## config.mk

```make
export PLATFORM = sky130hd
export DESIGN_NAME = aes_key_schedule_ctrl
export DESIGN_NICKNAME = d
export VERILOG_FILES = /design/src/rtl/aes_pkg.sv /design/src/rtl/aes_key_round.sv /design/src/rtl/aes_key_schedule_ctrl.sv
export SDC_FILE = /design/constraint.sdc
export NUM_CORES = 2
export LEC_CHECK = 0
export CAP_MARGIN = 20
export CELL_PAD_IN_SITES_DETAIL_PLACEMENT = 0
export CELL_PAD_IN_SITES_GLOBAL_PLACEMENT = 1
export CORE_ASPECT_RATIO = 0.75
export CORE_MARGIN = 1
export CORE_UTILIZATION = 45
export DETAILED_ROUTE_END_ITERATION = 12
export PLACE_DENSITY = 0.74
export SETUP_SLACK_MARGIN = 0.4
export SLEW_MARGIN = 40
export SYNTH_ARGS = -nofsm -noshare
export SYNTH_HDL_FRONTEND = slang
export SYNTH_SLANG_ARGS = --single-unit
```

## constraint.sdc

```tcl
create_clock -name i_aes_key_schedule_ctrl_clk -period 3.8 [get_ports i_aes_key_schedule_ctrl_clk]
set_input_delay 0.38 -clock i_aes_key_schedule_ctrl_clk [delete_from_list [all_inputs] [get_ports i_aes_key_schedule_ctrl_clk]]
set_output_delay 0.38 -clock i_aes_key_schedule_ctrl_clk [all_outputs]
set_load 0.1 [all_outputs]
```

## src/rtl/aes_pkg.sv

```systemverilog
// rtl/aes_pkg.sv - shared AES-128 constants, S-box, Rcon and key-schedule state encoding
package aes_pkg;

  localparam int AES_KEY_WIDTH  = 128;
  localparam int AES_NUM_ROUNDS = 10;

  typedef enum logic [1:0] {
    ST_IDLE   = 2'd0,
    ST_EXPAND = 2'd1,
    ST_READY  = 2'd2
  } aes_ks_state_e;

  // Row-major S-box: entry 0 occupies the most significant byte.
  localparam logic [2047:0] AES_SBOX_TBL = {
    128'h637c777bf26b6fc53001672bfed7ab76,
    128'hca82c97dfa5947f0add4a2af9ca472c0,
    128'hb7fd9326363ff7cc34a5e5f171d83115,
    128'h04c723c31896059a071280e2eb27b275,
    128'h09832c1a1b6e5aa0523bd6b329e32f84,
    128'h53d100ed20fcb15b6acbbe394a4c58cf,
    128'hd0efaafb434d338545f9027f503c9fa8,
    128'h51a3408f929d38f5bcb6da2110fff3d2,
    128'hcd0c13ec5f974417c4a77e3d645d1973,
    128'h60814fdc222a908846eeb814de5e0bdb,
    128'he0323a0a4906245cc2d3ac629195e479,
    128'he7c8376d8dd54ea96c56f4ea657aae08,
    128'hba78252e1ca6b4c6e8dd741f4bbd8b8a,
    128'h703eb5664803f60e613557b986c11d9e,
    128'he1f8981169d98e949b1e87e9ce5528df,
    128'h8ca1890dbfe6426841992d0fb054bb16
  };

  function automatic logic [7:0] aes_sbox(input logic [7:0] x);
    return AES_SBOX_TBL[2047 - 8*int'(x) -: 8];
  endfunction

  function automatic logic [7:0] aes_rcon(input logic [3:0] k);
    logic [7:0] r;
    case (k)
      4'd1:    r = 8'h01;
      4'd2:    r = 8'h02;
      4'd3:    r = 8'h04;
      4'd4:    r = 8'h08;
      4'd5:    r = 8'h10;
      4'd6:    r = 8'h20;
      4'd7:    r = 8'h40;
      4'd8:    r = 8'h80;
      4'd9:    r = 8'h1b;
      4'd10:   r = 8'h36;
      default: r = 8'h00;
    endcase
    return r;
  endfunction

endpackage

```

## src/rtl/aes_key_round.sv

```systemverilog
// rtl/aes_key_round.sv - one combinational AES-128 key expansion step
module aes_key_round
  import aes_pkg::*;
(
  input  logic [AES_KEY_WIDTH-1:0] key_i,
  input  logic [7:0]               rcon_i,
  output logic [AES_KEY_WIDTH-1:0] next_key_o
);

  logic [31:0] w0, w1, w2, w3;
  logic [31:0] rot, t;
  logic [31:0] n0, n1, n2, n3;

  assign {w0, w1, w2, w3} = key_i;
  assign rot = {w3[23:0], w3[31:24]};
  assign t   = {aes_sbox(rot[31:24]) ^ rcon_i,
                aes_sbox(rot[23:16]),
                aes_sbox(rot[15:8]),
                aes_sbox(rot[7:0])};

  assign n0 = w0 ^ t;
  assign n1 = w1 ^ n0;
  assign n2 = w2 ^ n1;
  assign n3 = w3 ^ n2;

  assign next_key_o = {n0, n1, n2, n3};

endmodule

```

## src/rtl/aes_key_schedule_ctrl.sv

```systemverilog
// rtl/aes_key_schedule_ctrl.sv - iterative AES-128 key schedule, one round key per clock,
// with an 11-entry round-key file and registered read port
module aes_key_schedule_ctrl
  import aes_pkg::*;
#(
  parameter int KEY_WIDTH  = AES_KEY_WIDTH,
  parameter int NUM_ROUNDS = AES_NUM_ROUNDS,
  parameter int ADDR_WIDTH = 4
) (
  input  logic                  i_aes_key_schedule_ctrl_clk,
  input  logic                  i_aes_key_schedule_ctrl_rst_n,
  input  logic                  i_aes_key_schedule_ctrl_start,
  input  logic [KEY_WIDTH-1:0]  i_aes_key_schedule_ctrl_key,
  input  logic [ADDR_WIDTH-1:0] i_aes_key_schedule_ctrl_rd_addr,
  output logic [KEY_WIDTH-1:0]  o_aes_key_schedule_ctrl_rd_key,
  output logic                  o_aes_key_schedule_ctrl_busy,
  output logic                  o_aes_key_schedule_ctrl_done,
  output logic                  o_aes_key_schedule_ctrl_keys_valid
);

  aes_ks_state_e         state_q, state_d;
  logic [3:0]            cnt_q, cnt_d;
  logic [KEY_WIDTH-1:0]  work_q, work_d;
  logic                  done_q, done_d;
  logic [KEY_WIDTH-1:0]  rd_key_q, rd_key_d;
  logic [KEY_WIDTH-1:0]  keys_q [0:NUM_ROUNDS];

  logic                  wr_en;
  logic [3:0]            wr_idx;
  logic [KEY_WIDTH-1:0]  wr_data;
  logic [KEY_WIDTH-1:0]  next_key;

  aes_key_round u_round (
    .key_i      (work_q),
    .rcon_i     (aes_rcon(cnt_q)),
    .next_key_o (next_key)
  );

  always_comb begin
    state_d = state_q;
    cnt_d   = cnt_q;
    work_d  = work_q;
    done_d  = 1'b0;
    wr_en   = 1'b0;
    wr_idx  = 4'd0;
    wr_data = next_key;
    case (state_q)
      ST_IDLE, ST_READY: begin
        if (i_aes_key_schedule_ctrl_start) begin
          wr_en   = 1'b1;
          wr_data = i_aes_key_schedule_ctrl_key;
          work_d  = i_aes_key_schedule_ctrl_key;
          cnt_d   = 4'd1;
          state_d = ST_EXPAND;
        end
      end
      ST_EXPAND: begin
        // start is deliberately not looked at here: an in-flight expansion is never restarted.
        wr_en  = 1'b1;
        wr_idx = cnt_q;
        work_d = next_key;
        if (cnt_q == 4'(NUM_ROUNDS)) begin
          state_d = ST_READY;
          done_d  = 1'b1;
          cnt_d   = 4'd0;
        end else begin
          cnt_d = cnt_q + 4'd1;
        end
      end
      default: begin
        state_d = ST_IDLE;
        cnt_d   = 4'd0;
      end
    endcase
  end

  always_comb begin
    rd_key_d = '0;
    if (i_aes_key_schedule_ctrl_rd_addr <= ADDR_WIDTH'(NUM_ROUNDS)) begin
      rd_key_d = keys_q[i_aes_key_schedule_ctrl_rd_addr];
    end
  end

  always_ff @(posedge i_aes_key_schedule_ctrl_clk or negedge i_aes_key_schedule_ctrl_rst_n) begin
    if (!i_aes_key_schedule_ctrl_rst_n) begin
      state_q  <= ST_IDLE;
      cnt_q    <= 4'd0;
      work_q   <= '0;
      done_q   <= 1'b0;
      rd_key_q <= '0;
      for (int i = 0; i <= NUM_ROUNDS; i++) begin
        keys_q[i] <= '0;
      end
    end else begin
      state_q  <= state_d;
      cnt_q    <= cnt_d;
      work_q   <= work_d;
      done_q   <= done_d;
      rd_key_q <= rd_key_d;
      if (wr_en) begin
        keys_q[wr_idx] <= wr_data;
      end
    end
  end

  assign o_aes_key_schedule_ctrl_rd_key     = rd_key_q;
  assign o_aes_key_schedule_ctrl_busy       = (state_q == ST_EXPAND);
  assign o_aes_key_schedule_ctrl_done       = done_q;
  assign o_aes_key_schedule_ctrl_keys_valid = (state_q == ST_READY);

endmodule

```

==> metrics.txt <==
Yosys reg bits=1671; reg-to-reg critical path startpoint=work_q[25]$_DFFE_PN0P_; EDFF count, synth=0; max-slew violation count=0; final hold violation count=0; CP startpoint=work_q[25]$_DFFE_PN0P_; Final #Nets=9972; # clock sinks=1671; status=completed; DRT Wirelength=394 mm; Ys Warns=0; Placer Congestion=between 1 and 1.5; DRC errors left=0; DR vias=79400; TritonCTS clock tree=done; num ports=266; Die ar.=200000 sq um; Clock Tree Root=clkbuf_16; commonest cells after routing, fill and taps aside=1650 x dfrtp_1, 1479 x nand2_1, 1199 x o21ai_0, 800 x buf_4, 466 x nor2_1; Syn Inst Count=between 9000 and 10000; register area share after synthesis=46.8%; DP HPWL=269 mm; commonest non-fill, non-tap cell in the layout=dfrtp_1; area grow syn2layout=23.3%; actual slew at the worst max-slew pin=977 ps; WL/cell=31.3 um; die extent in x=517 um; pin count of the biggest net entering global routing=151; ys flop type=dfrtp_1; placed instance area=100000 sq um; maxcap violations=0; hold_ws=169 ps; Cell Area, Synth=89400 sq um; H-tree Lvls=4; Fillers=17300; Synth Area in XOR/XNOR=2.38%; Design Area, Final=roughly 110000 sq um; first-pass GRT wire length=559 mm; Num CTS Buffers=170; Layout Cells excl Fill=12600; Synth Area in Compound Gates=19.4%; post-layout min period=3570 ps; vias in the first global route=75600; R2R Path End=keys_q[66]$_DFFE_PN0P_; Reg area=41900 sq um; Worst Setup EP=keys_q[66]$_DFFE_PN0P_; core area=197000 sq um; min-delay worst type=in2async; crit path kind=reg2reg; Worst setup EP type=flop; RSZ-0062 raised after global routing=true; Slew HR=34.9%; fmax=roughly 280 MHz; GRT Total Usage=between 30% and 40%; port bufs=265; Clock Tree Buf Depth=3; row count=141; Final ANT Viol Nets=0; initial antenna violation count=41; Pre-antenna DRT Iters=8; maximum net fanout on the critical path=13; Synth async-reset ratio=100%; # setup viols final=0; Reg2Reg Setup Slack=between 200 and 250 ps; Crit path required time=4580 ps; Placed Cells=12100; Post-Synth Adder-Cell Area=less than 1%; Clk Latency, worst-skew pair=880 ps; Die H=388 um; Worst-path clk slew=roughly 60 ps; main combinational cell family by area after synthesis=compound AO/OA/AOI/OAI gates; DRT iter0 DRCs=9553; vias per cell=roughly 6.3; remaining global-route overflow=0; final worst-path cycle share=93.9%; multi-input logic area=46000 sq um; Setup crit start kind=flop; Reg2Reg Depth=16; share of layout cells above drive strength 1=24.5%; Layout Skew=108 ps; initial core utilization=between 40% and 50%; distinct cell type count after synthesis=between 100 and 150; Syn Area/Cell=9.71 sq um; Synth Net Count=9399; multiplexer area fraction after synthesis=between 10% and 20%; simple-gate share of the synthesized area=13.0%; WP data arrival=4350 ps
[critical path: stages (launching register included)]
cell      delay (ps)
dfrtp_2          460
buf_6            140
buf_12           140
ha_4             170
buf_4            150
mux2_2           320
a221oi_2         230
a311oi_1         110
a221oi_2         370
buf_4            210
o22ai_4           90
buf_12           170
xnor2_1          180
buf_4            170
nand2_2          150
buf_12           250
o21ai_0          190
[cell families (layout without fill, tap and decap cells)]
logic type,Yosys count,in the layout
simple gates,2676,2682
compound gates,2830,2830
xor+xnor,221,221
buf+inv,1018,1719
flops,1671,1671
other cells,0,16
mux,726,726
fa+ha+maj,61,61
[cells in the mapped netlist, types with 115 or more instances]
master / number / area share (%)
dfrtp_1: 1671 / 47
nand2_1: 1503 / 6.3
o21ai_0: 1344 / 7.5
clkbuf_1: 702 / 2.9
nor2_1: 500 / 2.1
a21oi_1: 400 / 2.2
mux4_2: 318 / 8.0
mux2i_1: 293 / 3.3
o31ai_1: 158 / 1.3
xnor2_1: 157 / 1.5
o22ai_1: 144 / 1.0
a31oi_1: 123 / 0.86
nor3_1: 123 / 0.69
mux2_2: 115 / 1.4
[metal layers]
layer | vias to the layer above | routed length (um) | GRT usage, %
met1 | 40300 | 173000 | 57.6
met2 | 4019 | 162000 | 53.2
met5 | - | 116 | 0
met3 | 754 | 40200 | 9.12
met4 | 16 | 19000 | 16.0
li1 | 34200 | - | -
[worst min path at each step]
stage	to	from	slack, ps	cells past startpoint
CTS	o_aes_key_schedule_ctrl_rd_key[84]$_DFF_PN0_	i_aes_key_schedule_ctrl_rd_addr[2]	150	3
floorplan	cnt_q[0]$_DFFE_PN0P_	i_aes_key_schedule_ctrl_rst_n	80	0
detailed placement	keys_q[125]$_DFFE_PN0P_	i_aes_key_schedule_ctrl_rst_n	410	1
global placement	keys_q[125]$_DFFE_PN0P_	i_aes_key_schedule_ctrl_rst_n	400	1
finish	o_aes_key_schedule_ctrl_rd_key[118]$_DFF_PN0_	i_aes_key_schedule_ctrl_rst_n	170	2
global route	o_aes_key_schedule_ctrl_rd_key[84]$_DFF_PN0_	i_aes_key_schedule_ctrl_rd_addr[2]	170	3
[cell type report]
cell class | instances | area share, %
multi-input combinational | 6520 | 41.8
sequential | 1671 | 38.0
timing repair buffer | 1339 | 11.6
clock buffer | 256 | 4.55
tap | 2645 | 3.00
clock inverter | 50 | 0.732
inverter | 74 | 0.286
antenna | 16 | 0.0363
[sequential cells by signal, indices dropped and copies added, names as in the netlist]
register	flops
o_aes_key_schedule_ctrl_done	1
state_q	2
keys_q	1408
cnt_q	4
work_q	128
o_aes_key_schedule_ctrl_rd_key	128
[through the flow]
| stage | setup slack, ps | util, % | setup TNS [ps] |
|---|---|---|---|
| 2_1_floorplan | 333 | - | 0 |
| 3_3_place_gp | -407 | 51.2 | -26060 |
| 3_5_place_dp | -310 | 50.9 | -15570 |
| 4_1_cts | 265 | 54.7 | 0 |
| 5_1_grt | 176 | 55.9 | 0 |
| 6_report | 231 | 55.9 | 0 |
[repair_timing]
item                                     CTS  global route
setup buffers                             39            59
resized for setup                        301           439
pin swaps                                 51           103
endpoints found under the setup margin  1457          1430
hold buffers                               2             0
cloned                                    11            19
endpoints found under the hold margin     82             0
Power is left out: the tool's default activity adds up to more than one toggle a clock period on the data nets, which glitch-free logic cannot reach.
